<file path="src/rtl/adder_tree_pkg.sv">
// Shared types and helpers for the adder tree result accumulator.
// Saturation build option: ADDER_TREE_ACC_SAT_EN (see acc_add_sat).
package adder_tree_pkg;

  localparam int unsigned ACC_MAX_W = 64;

  typedef enum logic [1:0] {
    IDLE  = 2'd0,
    ACCUM = 2'd1,
    HOLD  = 2'd2
  } acc_state_e;

  // Most-positive / most-negative two's complement value of width w, right-aligned.
  function automatic logic [ACC_MAX_W-1:0] acc_sat_max(input int unsigned w);
    return (ACC_MAX_W'(1) << (w - 1)) - ACC_MAX_W'(1);
  endfunction

  function automatic logic [ACC_MAX_W-1:0] acc_sat_min(input int unsigned w);
    return ACC_MAX_W'(1) << (w - 1);
  endfunction

  // Sign-extend the low w bits of x to the full helper width.
  function automatic logic [ACC_MAX_W-1:0] sext_to_acc(input logic [ACC_MAX_W-1:0] x,
                                                       input int unsigned w);
    logic signed [ACC_MAX_W-1:0] t;
    t = signed'(x << (ACC_MAX_W - w));
    return t >>> (ACC_MAX_W - w);
  endfunction

endpackage

</file>
<file path="src/rtl/acc_add_sat.sv">
// Combinational signed adder with overflow flag.
// ADDER_TREE_ACC_SAT_EN selects saturating results; otherwise the sum wraps.
module acc_add_sat
  import adder_tree_pkg::*;
#(
  parameter int unsigned W = 32
) (
  input  logic [W-1:0] a,
  input  logic [W-1:0] b,
  output logic [W-1:0] sum_c,
  output logic         ovf_c
);

  logic [W-1:0] raw;

  assign raw   = a + b;
  assign ovf_c = (a[W-1] == b[W-1]) && (raw[W-1] != a[W-1]);

`ifdef ADDER_TREE_ACC_SAT_EN
  localparam logic [W-1:0] ACC_SAT_MAX = W'(acc_sat_max(W));
  localparam logic [W-1:0] ACC_SAT_MIN = W'(acc_sat_min(W));

  // Overflow direction follows the common operand sign.
  assign sum_c = ovf_c ? (a[W-1] ? ACC_SAT_MIN : ACC_SAT_MAX) : raw;
`else
  assign sum_c = raw;
`endif

endmodule

</file>
<file path="src/rtl/adder_tree_accumulator.sv">
// Accumulates a programmed number of adder tree partial sums and presents the total
// on a valid/ready handshake. Build option ADDER_TREE_ACC_SAT_EN enables saturation.
module adder_tree_accumulator
  import adder_tree_pkg::*;
#(
  parameter int unsigned IN_WIDTH  = 11,
  parameter int unsigned ACC_WIDTH = 32,
  parameter int unsigned CNT_WIDTH = 8
) (
  input  logic                 clk,
  input  logic                 rst,
  input  logic                 start,
  input  logic [CNT_WIDTH-1:0] num_chunks,
  input  logic [IN_WIDTH-1:0]  in_sum,
  input  logic                 in_valid,
  output logic                 busy,
  output logic [ACC_WIDTH-1:0] out_sum,
  output logic                 out_valid,
  input  logic                 out_ready,
  output logic                 overflow,
  output logic                 dropped
);

  if (ACC_WIDTH < IN_WIDTH || ACC_WIDTH > ACC_MAX_W || IN_WIDTH < 1) begin : g_bad_width
    $fatal(1, "adder_tree_accumulator: need IN_WIDTH <= ACC_WIDTH <= %0d", ACC_MAX_W);
  end

  acc_state_e           state_q, state_d;
  logic [ACC_WIDTH-1:0] acc_q, acc_d;
  logic [CNT_WIDTH-1:0] count_q, count_d;
  logic [ACC_WIDTH-1:0] out_sum_q, out_sum_d;
  logic                 out_valid_q, out_valid_d;
  logic                 busy_q, busy_d;
  logic                 overflow_q, overflow_d;
  logic                 dropped_q, dropped_d;
  // Stray beats seen while no job can absorb them; reported in the next job's flags.
  logic                 drop_pend_q, drop_pend_d;

  logic [ACC_WIDTH-1:0] in_ext;
  logic [ACC_WIDTH-1:0] add_sum;
  logic                 add_ovf;

  assign in_ext = ACC_WIDTH'(sext_to_acc(ACC_MAX_W'(in_sum), IN_WIDTH));

  acc_add_sat #(.W(ACC_WIDTH)) u_add (
    .a     (acc_q),
    .b     (in_ext),
    .sum_c (add_sum),
    .ovf_c (add_ovf)
  );

  always_ff @(posedge clk) begin
    if (rst) begin
      state_q     <= IDLE;
      acc_q       <= '0;
      count_q     <= '0;
      out_sum_q   <= '0;
      out_valid_q <= 1'b0;
      busy_q      <= 1'b0;
      overflow_q  <= 1'b0;
      dropped_q   <= 1'b0;
      drop_pend_q <= 1'b0;
    end else begin
      state_q     <= state_d;
      acc_q       <= acc_d;
      count_q     <= count_d;
      out_sum_q   <= out_sum_d;
      out_valid_q <= out_valid_d;
      busy_q      <= busy_d;
      overflow_q  <= overflow_d;
      dropped_q   <= dropped_d;
      drop_pend_q <= drop_pend_d;
    end
  end

  always_comb begin
    state_d     = state_q;
    acc_d       = acc_q;
    count_d     = count_q;
    out_sum_d   = out_sum_q;
    out_valid_d = out_valid_q;
    overflow_d  = overflow_q;
    dropped_d   = dropped_q;
    drop_pend_d = drop_pend_q;

    unique case (state_q)
      IDLE: begin
        if (start) begin
          acc_d       = '0;
          overflow_d  = 1'b0;
          dropped_d   = drop_pend_q | in_valid;
          drop_pend_d = 1'b0;
          if (num_chunks != '0) begin
            state_d = ACCUM;
            count_d = num_chunks;
          end else begin
            state_d     = HOLD;
            out_sum_d   = '0;
            out_valid_d = 1'b1;
          end
        end else if (in_valid) begin
          drop_pend_d = 1'b1;
        end
      end
      ACCUM: begin
        if (in_valid) begin
          acc_d      = add_sum;
          count_d    = count_q - CNT_WIDTH'(1);
          overflow_d = overflow_q | add_ovf;
          if (count_q == CNT_WIDTH'(1)) begin
            state_d     = HOLD;
            out_sum_d   = add_sum;
            out_valid_d = 1'b1;
          end
        end
      end
      HOLD: begin
        // Flags are frozen while the result is presented.
        if (in_valid) drop_pend_d = 1'b1;
        if (out_ready) begin
          state_d     = IDLE;
          out_valid_d = 1'b0;
        end
      end
      default: state_d = IDLE;
    endcase

    busy_d = (state_d != IDLE);
  end

  assign busy      = busy_q;
  assign out_sum   = out_sum_q;
  assign out_valid = out_valid_q;
  assign overflow  = overflow_q;
  assign dropped   = dropped_q;

endmodule

</file>
<file path="config.mk">
export PLATFORM = sky130hd
export DESIGN_NAME = adder_tree_accumulator
export DESIGN_NICKNAME = d
export VERILOG_FILES = /design/src/rtl/adder_tree_pkg.sv /design/src/rtl/acc_add_sat.sv /design/src/rtl/adder_tree_accumulator.sv
export SDC_FILE = /design/constraint.sdc
export NUM_CORES = 1
export LEC_CHECK = 0
export ABC_AREA = 1
export CAP_MARGIN = 0
export CELL_PAD_IN_SITES_DETAIL_PLACEMENT = 1
export CELL_PAD_IN_SITES_GLOBAL_PLACEMENT = 1
export CORE_UTILIZATION = 43
export CTS_CLUSTER_DIAMETER = 50
export DETAILED_ROUTE_END_ITERATION = 8
export PLACE_DENSITY = 0.88
export SLEW_MARGIN = 10
export SYNTH_ARGS = -nofsm -noshare
export SYNTH_HDL_FRONTEND = slang
export SYNTH_HIERARCHICAL = 1
export SYNTH_SLANG_ARGS = --single-unit
</file>
<file path="constraint.sdc">
create_clock -name clk -period 5.8 [get_ports clk]
set_clock_uncertainty 0.1 [all_clocks]
set_input_delay 0.87 -clock clk [delete_from_list [all_inputs] [get_ports clk]]
set_output_delay 0.87 -clock clk [all_outputs]
set_load 0.005 [all_outputs]
</file>
* Yosys cells after proc, flatten, opt, wreduce, memory -nomap -nowiden
Cells that the tools add are included.
** Cells by class
- Add/subtract/negate cells :: 2
- Equality and inequality tests :: 11
- Mux-type cells :: 30
- Bitwise gates (word level) :: 2
- Reduce and logical (&&, ||, !) cells :: 12
** Operators with widths (count)
- 32-bit 2-to-1 mux :: 6
- 32-bit case mux with 2 select lines :: 2
- 32-bit adder :: 1
- 8-bit 2-to-1 mux :: 3
- 8-bit case mux with 2 select lines :: 1
- 2-bit inequality test (second input constant) :: 6
- 2-bit 2-to-1 mux :: 5
- 1-bit 2-to-1 mux :: 9
- 8-bit by 1-bit == test with 1-bit output (second input constant) :: 1
- 8-bit nonzero test :: 1
- 8-bit by 1-bit subtractor with 8-bit output (second input constant) :: 1
- 2-bit case mux with 3 select lines :: 1
- 6-bit AND reduction :: 1
- 2-bit nonzero test :: 3
- 5-bit AND reduction :: 1
- 1-bit case mux with 2 select lines :: 2
- 4-bit AND reduction :: 1
- 1-bit case mux with 3 select lines :: 1
- 3-bit AND reduction :: 1
- 3-bit nonzero test :: 1
- 2-bit by 1-bit == test with 1-bit output (second input constant) :: 1
- 2-bit == test (second input constant) :: 1
- 2-bit logical NOT :: 1
- 1-bit bitwise OR :: 2
- 4 further kinds :: 4
** Storage, ports and cells
- Register bits after elaboration :: 79
- Bits of input ports :: 24
- Output and inout port bits :: 36
- Logic and storage cells :: 66

* Logic depth before layout (Yosys ltp)
Gate-level depths: netlist of run 1.
- Depth after elaboration :: 6
- Mapped depth :: 16
- Gate-level depth less buffers :: 16

* Modules after synthesis
The synthesis of run 1 kept the hierarchy.
** By module, submodules not included
- adder_tree_accumulator :: instances 1, cells an instance 487, area each 3460.8 um^2, sequential area each 1581.5 um^2
- acc_add_sat :: instances 1, cells an instance 497, area each 2471.1 um^2, sequential area each 0.0 um^2

* Worst setup path after synthesis of run 1
No wires, ideal clock.
- Path kind :: input to register
- From :: in in_sum[0]
- To :: reg out_sum_q[12], in the netlist out_sum[12]
- Library setup time :: 0.070 ns
- Data arrival time :: 2.445 ns
- Required time :: 5.630 ns
- Setup slack :: 3.184 ns
- Cell stages on the path :: 13
- Buffers on the path :: 0
- Cell sequence :: ha_1 > fa_1 > nand3_1 > nand3_1 > nand2_1 > nand2_2 > nand2_2 > nand2_2 > xor2_1 > inv_1 > nor2_1 > nand4_1 > a21oi_1
** Between the ends
- Longest elaborated chain between the ends :: 4
** Ends and longest elaborated chain
- start: declaration :: line adder_tree_accumulator.sv:14 : input logic [IN_WIDTH-1:0] in_sum,
- 32-bit adder :: line acc_add_sat.sv:16 : assign raw = a + b;
- net add_sum[12] :: line adder_tree_accumulator.sv:40 : logic [ACC_WIDTH-1:0] add_sum;
- 32-bit 2-to-1 mux :: line adder_tree_accumulator.sv:110 : if (count_q == CNT_WIDTH'(1)) begin
- 32-bit 2-to-1 mux :: line adder_tree_accumulator.sv:106 : if (in_valid) begin
- 32-bit case mux with 2 select lines :: line adder_tree_accumulator.sv:86 : unique case (state_q)
- end signal: assignment :: line adder_tree_accumulator.sv:67 : out_sum_q <= out_sum_d;
- end: declaration :: line adder_tree_accumulator.sv:31 : logic [ACC_WIDTH-1:0] out_sum_q, out_sum_d;
The timed path passes the listed nets, and every way through them passes these cells. The select of a mux whose other input is x is not followed.
A chain may end at the register's enable or synchronous reset.

* Final worst setup path of run 1
- From :: in in_sum[10]
- To :: reg out_sum_q[30], in the netlist out_sum[30]
Same word-level chain as after synthesis.

==> flow_summary.toml, run 1 <==
[drt]
num_vias = 6282
wl_mm = 19.2
drt-wirelength-per-cell_um = 15.9
drc = 0
firstDrtPassIters = 4
drtAntennaViolNets = 0
avgViaCountPerCell = 5.20
drtIter0Drc = 410

[floorplanning]
die_width_um = 119
die_area_sq_um = 14300
io_pins = 60
initial_utilization_pct = 44.4
row_count = 42
die_h_um = 119
core_sq_um = 13300

[power]
p_per_area_nw_per_um2 = 272
power_leakage_uw = 0.00366
vdd_ir_drop_max_v = 0.000145
power_uw = 1900

[clock_network]
post_cts_buffers = 0
cts_buffer_depth = 2
clk_pin_slew_ns = 0.06
cts_hold_buf = 0
cts-resized-gates = 0
root_buffer = "clkbuf_16"
clk_latency_ns = 0.34
cts_sinks = 79
cts_tree = "yes"
numCtsBuffers = 9
htreeDepth = 3

[cells_and_area]
final_cell_mix = "nand2_1, inv_1, nor2_1"
num-fill-cells = 1887
fin_area_sq_um = 6970
area_growth_pct = 17.5
nNetsFinal = 1086
fin_cells = 1209
final_layout_size_suffix_gt1_share_pct = 8.13
diodes = 0
mostFrequentLayoutCell = "nand2_1"

[timing]
tightestPinTransition_ns = 1.12
slew_headroom_pct = 25.0
period_minus_slack_ns = 3.79
max_freq_ghz = 0.264
drv_slew = 0
setup_violations = 0
finalWorstSetupSlack_ns = 2.01
finalHoldViolations = 0
finalCritPeriodShare_pct = 65.4
rsz0062_at_grt = "no"
tns_ns = 0

[yosys]
yosysWarnings = 6
yosysSeqAreaShare_pct = 26.7
ys_seq_elements = 79
syn_nets = 1042
synth.area.top_cells = "dfxtp_1, nand2_1, inv_1"
synth.avg_cell_area_sq_um = 6.03
syn_area_sq_um = 5930
synth_cell_types = 31
synth_cells = 984
synth.top_cell.area_share_pct = 26.7
synth.largest_area_cell = "dfxtp_1"

[setup_path]
cp_slowest_cell = "clkdlybuf4s50_1"
critPathArrivalTime_ns = 3.96
slowest_delay_ns = 0.96
worst-r2r-cell-count = 6
path_max_fanout = 23
worstReg2RegStart = "state_q[1]$_SDFF_PP0_"
reg2reg_to = "out_sum[6]$_SDFFE_PP0P_"
endpoint_kind = "flop"
crit_chain = "clkdlybuf4s50_1 -> ha_1 -> nand2_2 -> inv_2 -> nand2_2 -> inv_2 -> a21oi_1 -> nand2_2 -> nand2_1 -> nand3_1 -> nand2_1 -> nand2_1 -> inv_1 -> nand4_1 -> a21oi_1"
criticalPathCategory = "input pin to flop"
crit_required_ns = 5.97
r2r_setup_slack_ns = 2.83
start_kind = "input pin"

[hold_path]
hold_depth = 2
hold_class = "flop to flop"
hold_end = "out_sum[25]$_SDFFE_PP0P_"
min-delay-start = "out_sum[25]$_SDFFE_PP0P_"

[placed_design]
placed_area_sq_um = 6620
port_buffers = 59
place_inst = 1193
hpwl_mm = 14.0
dpl_worst_slack_ns = 1.70
globalplace.congestion = 0.870

[grt]
grt_pass1_wl_mm = 31.8
overflow = 0
grt_max_degree = 46
grt_usage_pct = 28.0
grt_pass1_vias = 6317
antenna_found_initial = 0

[flow_run]
max_cap_viol_count = 0

[status]
status = "finished, final reports clean"
-- cells by family after synthesis --
logic type | after synthesis | synth area share, %
AO/OA/AOI/OAI | 124 | 11.2
XOR/XNOR | 15 | 2.21
adder cells (fa/ha/maj) | 34 | 7.30
buffers and inverters | 197 | 13.3
flip-flops | 79 | 26.7
AND/OR/NAND/NOR | 535 | 39.3
-- flip-flops by register name, summed over array words and instances (netlist names) --
name / count
acc_q: 32
out_sum: 32
count_q: 8
state_q: 2
busy: 1
drop_pend_q: 1
dropped: 1
out_valid: 1
overflow: 1
-- stage by stage --
step	hold WS (ns)	utilization (%)
6_report	0.366	52.2
5_1_grt	0.391	52.2
4_1_cts	0.366	52.2
3_5_place_dp	0.357	49.6
3_3_place_gp	0.348	49.6
2_1_floorplan	0.353	-
-- routing by layer --
| metal | vias to the layer above | global-route usage (%) | part of all wire [%] |
|---|---|---|---|
| met3 | 17 | 4.17 | 3.4 |
| met4 | 0 | 6.88 | 1.1 |
| li1 | 3159 | - | - |
| met1 | 3003 | 38.3 | 49 |
| met2 | 103 | 45.8 | 46 |
| met5 | - | 0 | 0 |
-- worst max path at each step --
stage | from | to | slack [ns] | cells past startpoint
floorplan | in_sum[0] | out_sum[12]$_SDFFE_PP0P_ | 3.18 | 13
global placement | in_sum[10] | out_sum[16]$_SDFFE_PP0P_ | 1.78 | 13
detailed placement | in_sum[10] | out_sum[30]$_SDFFE_PP0P_ | 1.70 | 15
CTS | in_sum[10] | out_sum[30]$_SDFFE_PP0P_ | 2.04 | 16
global route | in_sum[10] | out_sum[22]$_SDFFE_PP0P_ | 1.81 | 16
finish | in_sum[10] | out_sum[30]$_SDFFE_PP0P_ | 2.01 | 15
-- cell type report --
| class | instances | area (sq um) | share of cell area (%) |
|---|---|---|---|
| Multi-Input combinational cell | 708 | 3560 | 51.1 |
| Sequential cell | 79 | 1580 | 22.7 |
| Tap cell | 176 | 220 | 3.16 |
| Timing Repair Buffer | 65 | 636 | 9.12 |
| Clock inverter | 6 | 116 | 1.67 |
| Clock buffer | 10 | 239 | 3.43 |
| Inverter | 165 | 619 | 8.88 |
-- report_power, final --
group | internal (uW) | total (uW) | switching (uW)
clock | 435 | 677 | 241
sequential | 582 | 609 | 27.6
combinational | 196 | 612 | 416
-- synthesized netlist by cell type, drive strengths merged --
master and number:
nand4 38, buf 20, o21ai 45, dfxtp 79
inv 165, nor3 8, o21bai 2, nand2 327
o22ai 1, nand3b 1, fa 1, nor2 121
or2 1, a21oi 75, nand3 39, a21o 1
clkbuf 12, xor2 15, ha 33
-- worst max-delay path, delay by kind of cell --
family / cells / cell delay, ns
AOI/OAI and AO/OA: 2 / 0.37
adders and majority gates: 1 / 0.66
buffers and inverters: 4 / 1.15
and+or+nand+nor: 8 / 0.90
Power figures use the tool's default switching activity.
==> inputs of run 2 (changes only) <==
--- a/config.mk
+++ b/config.mk
@@ -9,10 +9,10 @@
 export CAP_MARGIN = 0
 export CELL_PAD_IN_SITES_DETAIL_PLACEMENT = 1
 export CELL_PAD_IN_SITES_GLOBAL_PLACEMENT = 1
-export CORE_UTILIZATION = 43
+export CORE_UTILIZATION = 40
 export CTS_CLUSTER_DIAMETER = 50
 export DETAILED_ROUTE_END_ITERATION = 8
-export PLACE_DENSITY = 0.88
+export PLACE_DENSITY = 0.83
 export SLEW_MARGIN = 10
 export SYNTH_ARGS = -nofsm -noshare
 export SYNTH_HDL_FRONTEND = slang
==> constraint.sdc (replaced) <==
create_clock -name clk -period 3.8 [get_ports clk]
set_clock_uncertainty 0.1 [all_clocks]
set_input_delay 0.57 -clock clk [delete_from_list [all_inputs] [get_ports clk]]
set_output_delay 0.57 -clock clk [all_outputs]
set_load 0.005 [all_outputs]
==> run 2 against run 1 <==
Compared with the run above:
- critical path type unchanged
- clock-buffer cell count stayed put
- worst hold slack worse by 0.0041 ns
- die area is 7.4% higher
- largest power group unchanged
- combinational power is 52% higher
==> flow_summary.toml, run 2 (same netlist as run 1, synthesis figures left out) <==
[cells_and_area]
multi_input_area_sq_um = 3560
fin_util_pct = 48.2
final_layout_size_suffix_gt1_share_pct = 8.31
num-fill-cells = 1976
regArea_sq_um = 1580
diodes = 0
mostFrequentLayoutCell = "nand2_1"
final_cell_mix = "nand2_1, inv_1, nor2_1"
nNetsFinal = 1089
area_growth_pct = 17.7

[power]
p_int_uw = 1790
power_leakage_uw = 0.00366
seq_power_share_pct = 33.0
switching_share_pct = 36.5
p_per_area_nw_per_um2 = 402
pwr-share-comb_pct = 33.2
p_sw_uw = 1020
p_clk_share_pct = 33.8
vdd_ir_drop_max_v = 0.000222

[setup_path]
slowest_delay_ns = 0.45
crit_family = "simple AND/OR/NAND/NOR gates"
crit_required_ns = 3.97
endpoint_kind = "flop"
cp_common_cell = "nand2_1"
start_kind = "input pin"
critPathArrivalTime_ns = 3.13
path_max_fanout = 23
criticalPathCategory = "input pin to flop"
path_buf_inv = 5
crit_chain = "clkdlybuf4s50_1 -> buf_4 -> ha_1 -> nand2_1 -> inv_1 -> nand2_2 -> inv_2 -> a21oi_1 -> nand2_2 -> nand2_1 -> nand3_1 -> nand2_1 -> inv_1 -> nor2_1 -> nand4_1 -> a21oi_1"
cp_slowest_cell = "clkdlybuf4s50_1"

[timing]
finalHoldViolations = 0
drv_slew = 0
period_minus_slack_ns = 2.97
tightestPinTransition_ns = 0.799
max_freq_ghz = 0.337
slew_headroom_pct = 46.5
rsz0062_at_grt = "no"
finalCritPeriodShare_pct = 78.1
setup_violations = 0
tns_ns = 0

[grt]
grt_usage_pct = 26.3
grt_pass1_wl_mm = 31.1
antenna_found_initial = 0
grt_pass1_vias = 6219
overflow = 0
grt_max_degree = 53

[drt]
drt-wirelength-per-cell_um = 15.7
drtAntennaViolNets = 0
avgViaCountPerCell = 5.17
drc = 0
num_vias = 6301
firstDrtPassIters = 5
wl_mm = 19.1
drtIter0Drc = 273

[status]
status = "finished, final reports clean"

[placed_design]
hpwl_mm = 14.3
globalplace.congestion = 0.894
port_buffers = 59

[floorplanning]
io_pins = 60
core_sq_um = 14500
initial_utilization_pct = 41.0
die_area_sq_um = 15300
die_width_um = 124
row_count = 44
die_h_um = 124

[clock_network]
clk_latency_ns = 0.34
numCtsBuffers = 9
root_buffer = "clkbuf_16"
htreeDepth = 3
cts_tree = "yes"
cts_hold_buf = 0
post_cts_buffers = 0
cts_buffer_depth = 2
cts_sinks = 79
clk_pin_slew_ns = 0.06
cts-resized-gates = 0

[flow_run]
max_cap_viol_count = 0

[hold_path]
hold_class = "flop to flop"
==> run 2: cell types whose count changed in the layout (fill, tap and decap cells not counted), sizes merged <==
cell | previous run | this run
buf | 6 | 9
bufinv | 3 | 2
clkinv | 2 | 3
inv | 166 | 165
==> run 2: worst min-delay path, cell delays in order (launching register included) <==
cell and delay, ns:
dfxtp_1 0.31, nand2_1 0.06, a21oi_1 0.05
==> run 2: stage by stage <==
stage | cells | worst slack, ns | hold slack [ns] | total power [uW] | area (sq um)
floorplan | 984 | 1.48 | 0.353 | 1590 | 5930
global placement | 1204 | 0.615 | 0.349 | 1840 | 6660
detailed placement | 1204 | 0.547 | 0.355 | 1860 | 6660
CTS | 1219 | 0.878 | 0.365 | 2820 | 6980
global route | 1219 | 0.622 | 0.382 | 2980 | 6980
finish | 1219 | 0.832 | 0.362 | 2810 | 6980
==> run 2: power by group through the flow <==
stage	clock (uW)	combinational [uW]	sequential (uW)
after floorplan	0	661	932
after global placement	0	894	943
after detailed placement	0	918	944
after CTS	966	929	927
after global routing	992	1050	935
final	950	933	927
==> run 2: worst paths after layout <==
kind | start | endpoint | slack, ns | cells after the start
setup / recovery | in_sum[10] | out_sum[22]$_SDFFE_PP0P_ | 0.83 | 16
hold / removal | out_sum[0]$_SDFFE_PP0P_ | out_sum[0]$_SDFFE_PP0P_ | 0.36 | 2
setup reg to reg | acc_q[0]$_SDFFE_PP0P_ | out_sum[28]$_SDFFE_PP0P_ | 1.23 | 15
hold reg to reg | out_sum[0]$_SDFFE_PP0P_ | out_sum[0]$_SDFFE_PP0P_ | 0.36 | 2
==> run 2: layout make-up <==
| type | instances | share of cell area, % |
|---|---|---|
| Clock buffer | 10 | 3.42 |
| Clock inverter | 5 | 1.18 |
| Inverter | 165 | 8.87 |
| Multi-Input combinational cell | 708 | 51.0 |
| Sequential cell | 79 | 22.6 |
| Tap cell | 184 | 3.30 |
| Timing Repair Buffer | 68 | 9.60 |
==> run 2: per-layer routing <==
layer / vias to the layer above / global-route usage [%] / share of wire [%]
li1: 3159 / - / -
met1: 2977 / 35.2 / 47
met2: 139 / 43.5 / 47
met3: 26 / 3.75 / 4.1
met4: 0 / 7.83 / 1.8
met5: - / 0 / 0
